**src/rtl/pipe_ctrl.sv**
```systemverilog
// rtl/pipe_ctrl.sv - pipeline stall/flush sequencer with trap burst and stall watchdog
// Combinational stall/branch paths; registered FSM, trap vector, burst counter and watchdog.
module pipe_ctrl #(
    parameter int STALL_TIMEOUT     = 255,
    parameter int TRAP_FLUSH_CYCLES = 2
) (
    input  logic        clk,
    input  logic        rst,
    input  logic        stallreq_if_i,
    input  logic        stallreq_id_i,
    input  logic        stallreq_ex_i,
    input  logic        stallreq_mem_i,
    input  logic        branch_flag_i,
    input  logic [31:0] branch_addr_i,
    input  logic        trap_req_i,
    input  logic [31:0] trap_vec_i,
    output logic [5:0]  stalled_o,
    output logic        flush_o,
    output logic [31:0] flush_pc_o,
    output logic        timeout_o,
    output logic [1:0]  state_o
);

    typedef enum logic [1:0] {
        S_RUN   = 2'd0,
        S_STALL = 2'd1,
        S_TRAP  = 2'd2
    } state_t;

    localparam logic [15:0] WDOG_LIMIT = 16'(STALL_TIMEOUT);
    localparam logic [3:0]  TRAP_LOAD  = 4'(TRAP_FLUSH_CYCLES - 1);

    state_t      r_state;
    logic [3:0]  r_trap_cnt;
    logic [31:0] r_trap_vec;
    logic [15:0] r_wdog;
    logic        r_timeout;

    logic        w_any_req;
    logic        w_in_trap;
    logic [5:0]  w_stall_enc;
    logic        w_branch_ok;

    assign w_any_req = stallreq_if_i | stallreq_id_i | stallreq_ex_i | stallreq_mem_i;
    assign w_in_trap = (r_state == S_TRAP);

    // Highest requesting stage wins; wb is never frozen.
    always_comb begin
        w_stall_enc = 6'b000000;
        if (stallreq_mem_i)
            w_stall_enc = 6'b011111;
        else if (stallreq_ex_i)
            w_stall_enc = 6'b001111;
        else if (stallreq_id_i)
            w_stall_enc = 6'b000111;
        else if (stallreq_if_i)
            w_stall_enc = 6'b000011;
    end

    assign stalled_o = (!rst || w_in_trap) ? 6'b000000 : w_stall_enc;

    // A frozen EX stage keeps its branch and re-presents it once released.
    assign w_branch_ok = branch_flag_i && !w_in_trap && !w_stall_enc[3];

    always_comb begin
        flush_o    = 1'b0;
        flush_pc_o = 32'h0;
        if (rst) begin
            if (w_in_trap) begin
                flush_o    = 1'b1;
                flush_pc_o = r_trap_vec;
            end else if (w_branch_ok) begin
                flush_o    = 1'b1;
                flush_pc_o = branch_addr_i;
            end
        end
    end

    assign timeout_o = r_timeout;
    assign state_o   = r_state;

    always_ff @(posedge clk or negedge rst) begin
        if (!rst) begin
            r_state    <= S_RUN;
            r_trap_cnt <= 4'd0;
            r_trap_vec <= 32'h0;
        end else begin
            case (r_state)
                S_TRAP: begin
                    if (r_trap_cnt == 4'd0)
                        r_state <= w_any_req ? S_STALL : S_RUN;
                    else
                        r_trap_cnt <= r_trap_cnt - 4'd1;
                end
                default: begin
                    if (trap_req_i) begin
                        r_state    <= S_TRAP;
                        r_trap_vec <= trap_vec_i;
                        r_trap_cnt <= TRAP_LOAD;
                    end else begin
                        r_state <= w_any_req ? S_STALL : S_RUN;
                    end
                end
            endcase
        end
    end

    // Watchdog holds its count during a trap burst and saturates at the limit.
    always_ff @(posedge clk or negedge rst) begin
        if (!rst) begin
            r_wdog    <= 16'd0;
            r_timeout <= 1'b0;
        end else if (!w_any_req) begin
            r_wdog <= 16'd0;
        end else if (!w_in_trap && (r_wdog != WDOG_LIMIT)) begin
            r_wdog <= r_wdog + 16'd1;
            if (r_wdog == WDOG_LIMIT - 16'd1)
                r_timeout <= 1'b1;
        end
    end

endmodule

```
**config.mk**
```make
export PLATFORM = sky130hd
export DESIGN_NAME = pipe_ctrl
export DESIGN_NICKNAME = d
export VERILOG_FILES = /design/src/rtl/pipe_ctrl.sv
export SDC_FILE = /design/constraint.sdc
export NUM_CORES = 1
export LEC_CHECK = 0
export CORE_ASPECT_RATIO = 1.25
export CORE_MARGIN = 5
export CORE_UTILIZATION = 48
export DETAILED_ROUTE_END_ITERATION = 16
export HOLD_SLACK_MARGIN = 0.02
export PLACE_DENSITY = 0.94
export SLEW_MARGIN = 15
export SYNTH_ARGS = -nofsm -noshare
export SYNTH_HDL_FRONTEND = slang
export SYNTH_SLANG_ARGS = --single-unit
```
**constraint.sdc**
```tcl
create_clock -name clk -period 5.48 [get_ports clk]
set_input_delay 1.644 -clock clk [delete_from_list [all_inputs] [get_ports clk]]
set_output_delay 1.644 -clock clk [all_outputs]
set_load 0.005 [all_outputs]
```
==> parameters.txt <==
Parameter                              Value

Placement
  Cell area after placement    4240 um^2
  Number of buffers added on ports    about 110
  Pre-CTS setup slack    roughly 0.0027 ns
  Final Wtd Congestion    0.839
  Number of instances in the placed design    between 500 and 600
  Detail Placement HPWL    between 6000 and 7000 um

Yosys
  Summed instance area of the synthesized netlist    around 3000 um^2
  Post-synthesis cell type count    40
  Post-Synthesis Net Count    430
  Synthesized area per cell    8.50 um^2
  Post-synthesis instance total    354
  Synth warnings    0
  Top area cells in the synthesized netlist    sky130_fd_sc_hd__dfrtp_1, sky130_fd_sc_hd__nand2_1, sky130_fd_sc_hd__a22oi_1
  Post-synthesis register bit count    55
  Sequential fraction of the synthesis area    0.458
  Fraction of synthesized cell area taken by the top area cell type    0.458
  Cell type contributing the most total cell area after synthesis    sky130_fd_sc_hd__dfrtp_1

STA
  Post-layout worst setup margin    approximately 0.1 ns
  Period Utilization, post-route    0.982
  Fin. Hold Viols    0
  Final-report setup violation count    0
  Fin Setup TNS    0 ns
  Final-report max-slew violation count    0
  Setup repair after global routing missed its margin    no
  Worst relative slew slack    0.497
  Slew @ Worst Pin    around 0.75 ns
  Time the worst path needs with I/O delays and setup    5.38 ns
  Worst-case clock skew    0.0153 ns
  Final hold slack    0.484 ns
  Highest Clock Rate    approximately 190 MHz

Layout
  N_diodes    0
  Share of post-route cells with drive strength above 1    0.0647
  Final Util    0.716
  Final std cell area, no fill    ~4400 um^2
  Final cell count without fillers    ~550
  Synth-to-layout area growth    45.8%
  Filler Cells Inserted    about 440
  Fin nets    around 540

Route
  Avg Vias per Cell    about 5.6
  DR DRC count    0
  Final ANT Viol Nets    0
  Initial DRC count    around 230
  Total vias in the final route    a little over 3000
  Routed wire length per instance    approximately 17 um
  DRT Pass-1 Iters    5
  Total wire length after detailed routing    about 9400 um

Min path
  Worst min path class    flip-flop to flip-flop

Floorplanning
  Horizontal die dimension    ~81 um
  Initial core utilization    0.491
  Die boundary height    approximately 100 um
  Die area    between 7000 and 8000 um^2
  Placeable core region    slightly above 6000 um^2
  I/O Pins    ~110
  Row count    32

Clock tree
  Clock transition at the registers of the reported paths    0.08 ns
  Total clock sinks    55
  CTS tree    done
  H-Tree Depth    2
  Maximum number of buffers from clock root to sink    2
  Latest clock arrival within the worst-skew pair    just over 0.3 ns
  Library cell used as clock root buffer    sky130_fd_sc_hd__clkbuf_8
  CTS buffer count    5

Setup path
  Endpoint kind of the worst setup timing path    output pin
  Required time reported for the critical path endpoint    ~3.8 ns
  Critical Path Fanout Max    15
  Highest cell delay on the worst timing path    0.52 ns
  Arrival time of data at the critical path endpoint    3.74 ns
  Cells along the critical path    clkdlybuf4s50_1, or3b_4, nor2_4, bufbuf_16, a22oi_1, nor2b_1, clkdlybuf4s50_1
  Most common cell on crit path    sky130_fd_sc_hd__clkdlybuf4s50_1
  Type of the worst setup path    primary input to output pin
  Slowest cell on the critical path    sky130_fd_sc_hd__clkdlybuf4s50_1
  Type of origin of the critical path    primary input

Flow run
  Reported max-cap violation count    0

Power
  Total design power    around 1.6 mW
  Leakage power total    about 1.9 nW
  Power per Cell Area    374 nW/um^2
  VDD IR max    about 0.00021 V

Global route
  Largest net degree at the start of global routing    35
  Number of antenna violations at the first check in global routing    0
  Global-route wire length before repair    approximately 15000 um
  Overall Global Routing Usage    0.235
  Via count of the first global-routing pass    3141
  Remaining Overflow, GRT    0

Status
  Run status    finished clean
==> area by class of cell <==
type | count | area (um^2) | area share
Clock inverter | 1 | 8.76 | 0.00200
Inverter | 5 | 18.8 | 0.00428
Multi-Input combinational cell | 273 | 1550 | 0.353
Clock buffer | 7 | 86.3 | 0.0197
Tap cell | 85 | 106 | 0.0243
Timing Repair Buffer | 123 | 1240 | 0.283
Sequential cell | 55 | 1380 | 0.314
==> cells in the final DEF, fill, tap and decap left out, drive strengths merged, types with 2 or more instances in the layout <==
| master | synthesis | final |
|---|---|---|
| clkdlybuf4s50 | 0 | 109 |
| nand2 | 108 | 108 |
| dfrtp | 55 | 55 |
| nor2b | 33 | 33 |
| a22oi | 32 | 32 |
| nor2 | 12 | 12 |
| buf | 3 | 11 |
| a21oi | 10 | 10 |
| nand3 | 9 | 9 |
| nor3 | 9 | 9 |
| clkbuf | 18 | 7 |
| inv | 5 | 5 |
| nand2b | 5 | 5 |
| o21ai | 5 | 5 |
| nand4 | 4 | 4 |
| or3 | 4 | 4 |
| ha | 4 | 4 |
| nor4 | 4 | 4 |
| or4 | 4 | 4 |
| and3 | 3 | 3 |
| xor2 | 3 | 3 |
| o41ai | 3 | 3 |
| and2 | 2 | 2 |
| and4 | 2 | 2 |
| o31ai | 2 | 2 |
| mux2i | 2 | 2 |
| o311ai | 2 | 2 |
| a41oi | 2 | 2 |
| dlymetal6s2s | 0 | 2 |
| or3b | 2 | 2 |
==> Yosys cell counts, drive strengths merged <==
cell type and count:
o31ai 2, buf 3, or3b 2, dfrtp 55
o21ai 5, nor3 9, nand4 4, conb 1
nor2 12, and2 2, a22oi 32, nand3 9
a211oi 1, nand2b 5, a41oi 2, o21bai 1
nor2b 33, o311ai 2, a21oi 10, and3 3
mux2i 2, xor2 3, or4 4, xnor2 1
a211o 1, nand4b 1, inv 5, nand2 108
or3 4, ha 4, o41ai 3, and4 2
a21boi 1, nor4 4, clkbuf 18
==> power by group <==
group	internal (mW)	switching, mW
combinational	0.350	0.369
clock	0.104	0.133
sequential	0.558	0.125
total	1.01	0.627
==> per-layer routing <==
metal	wire length (um)	GRT usage
met2	4980	0.413
met5	0	0
met1	3470	0.279
met4	287	0.0858
met3	629	0.0475
==> worst paths after layout <==
path,from,end,slack [ns],depth (start not counted)
min,r_trap_vec[6],r_trap_vec[6],0.48,2
max reg2reg,r_wdog[1],r_wdog[7],3.39,5
min reg2reg,r_trap_vec[6],r_trap_vec[6],0.48,2
min in group asynchronous,rst,r_trap_vec[29],1.19,1
max,branch_flag_i,flush_pc_o[3],0.10,7
max in group asynchronous,rst,r_trap_cnt[2],3.45,3
==> cell families (layout without fill, tap and decap cells) <==
group,after synthesis,count (layout),share of synthesized area
buf+inv,26,136,0.0349
compound gates,60,60,0.147
other cells,1,1,0.00125
fa+ha+maj,4,4,0.0166
flops,55,55,0.458
xor+xnor,4,4,0.0116
simple gates,202,202,0.324
mux,2,2,0.00666
==> state kept, by name, summed over array words and instances, names as in the netlist <==
name	cells
r_trap_vec	32
r_wdog	16
r_trap_cnt	4
state_o	2
timeout_o	1
==> worst max-delay path: cells and delay by family <==
| kind | cells | cell delay, ns |
|---|---|---|
| buffers and inverters | 3 | 1.31 |
| and+or+nand+nor | 3 | 0.70 |
| AOI/OAI and AO/OA | 1 | 0.07 |
==> what timing repair did <==
item                                   in CTS  in global routing
endpoints found under the hold margin       0                  0
setup endpoints to repair                   1                 15
gates cloned                                1                  0
hold buffers                                0                  0
setup buffers                               0                  1
resized for setup                           2                  2
pin swaps                                   1                  1
(Power assumes the default switching activity.)
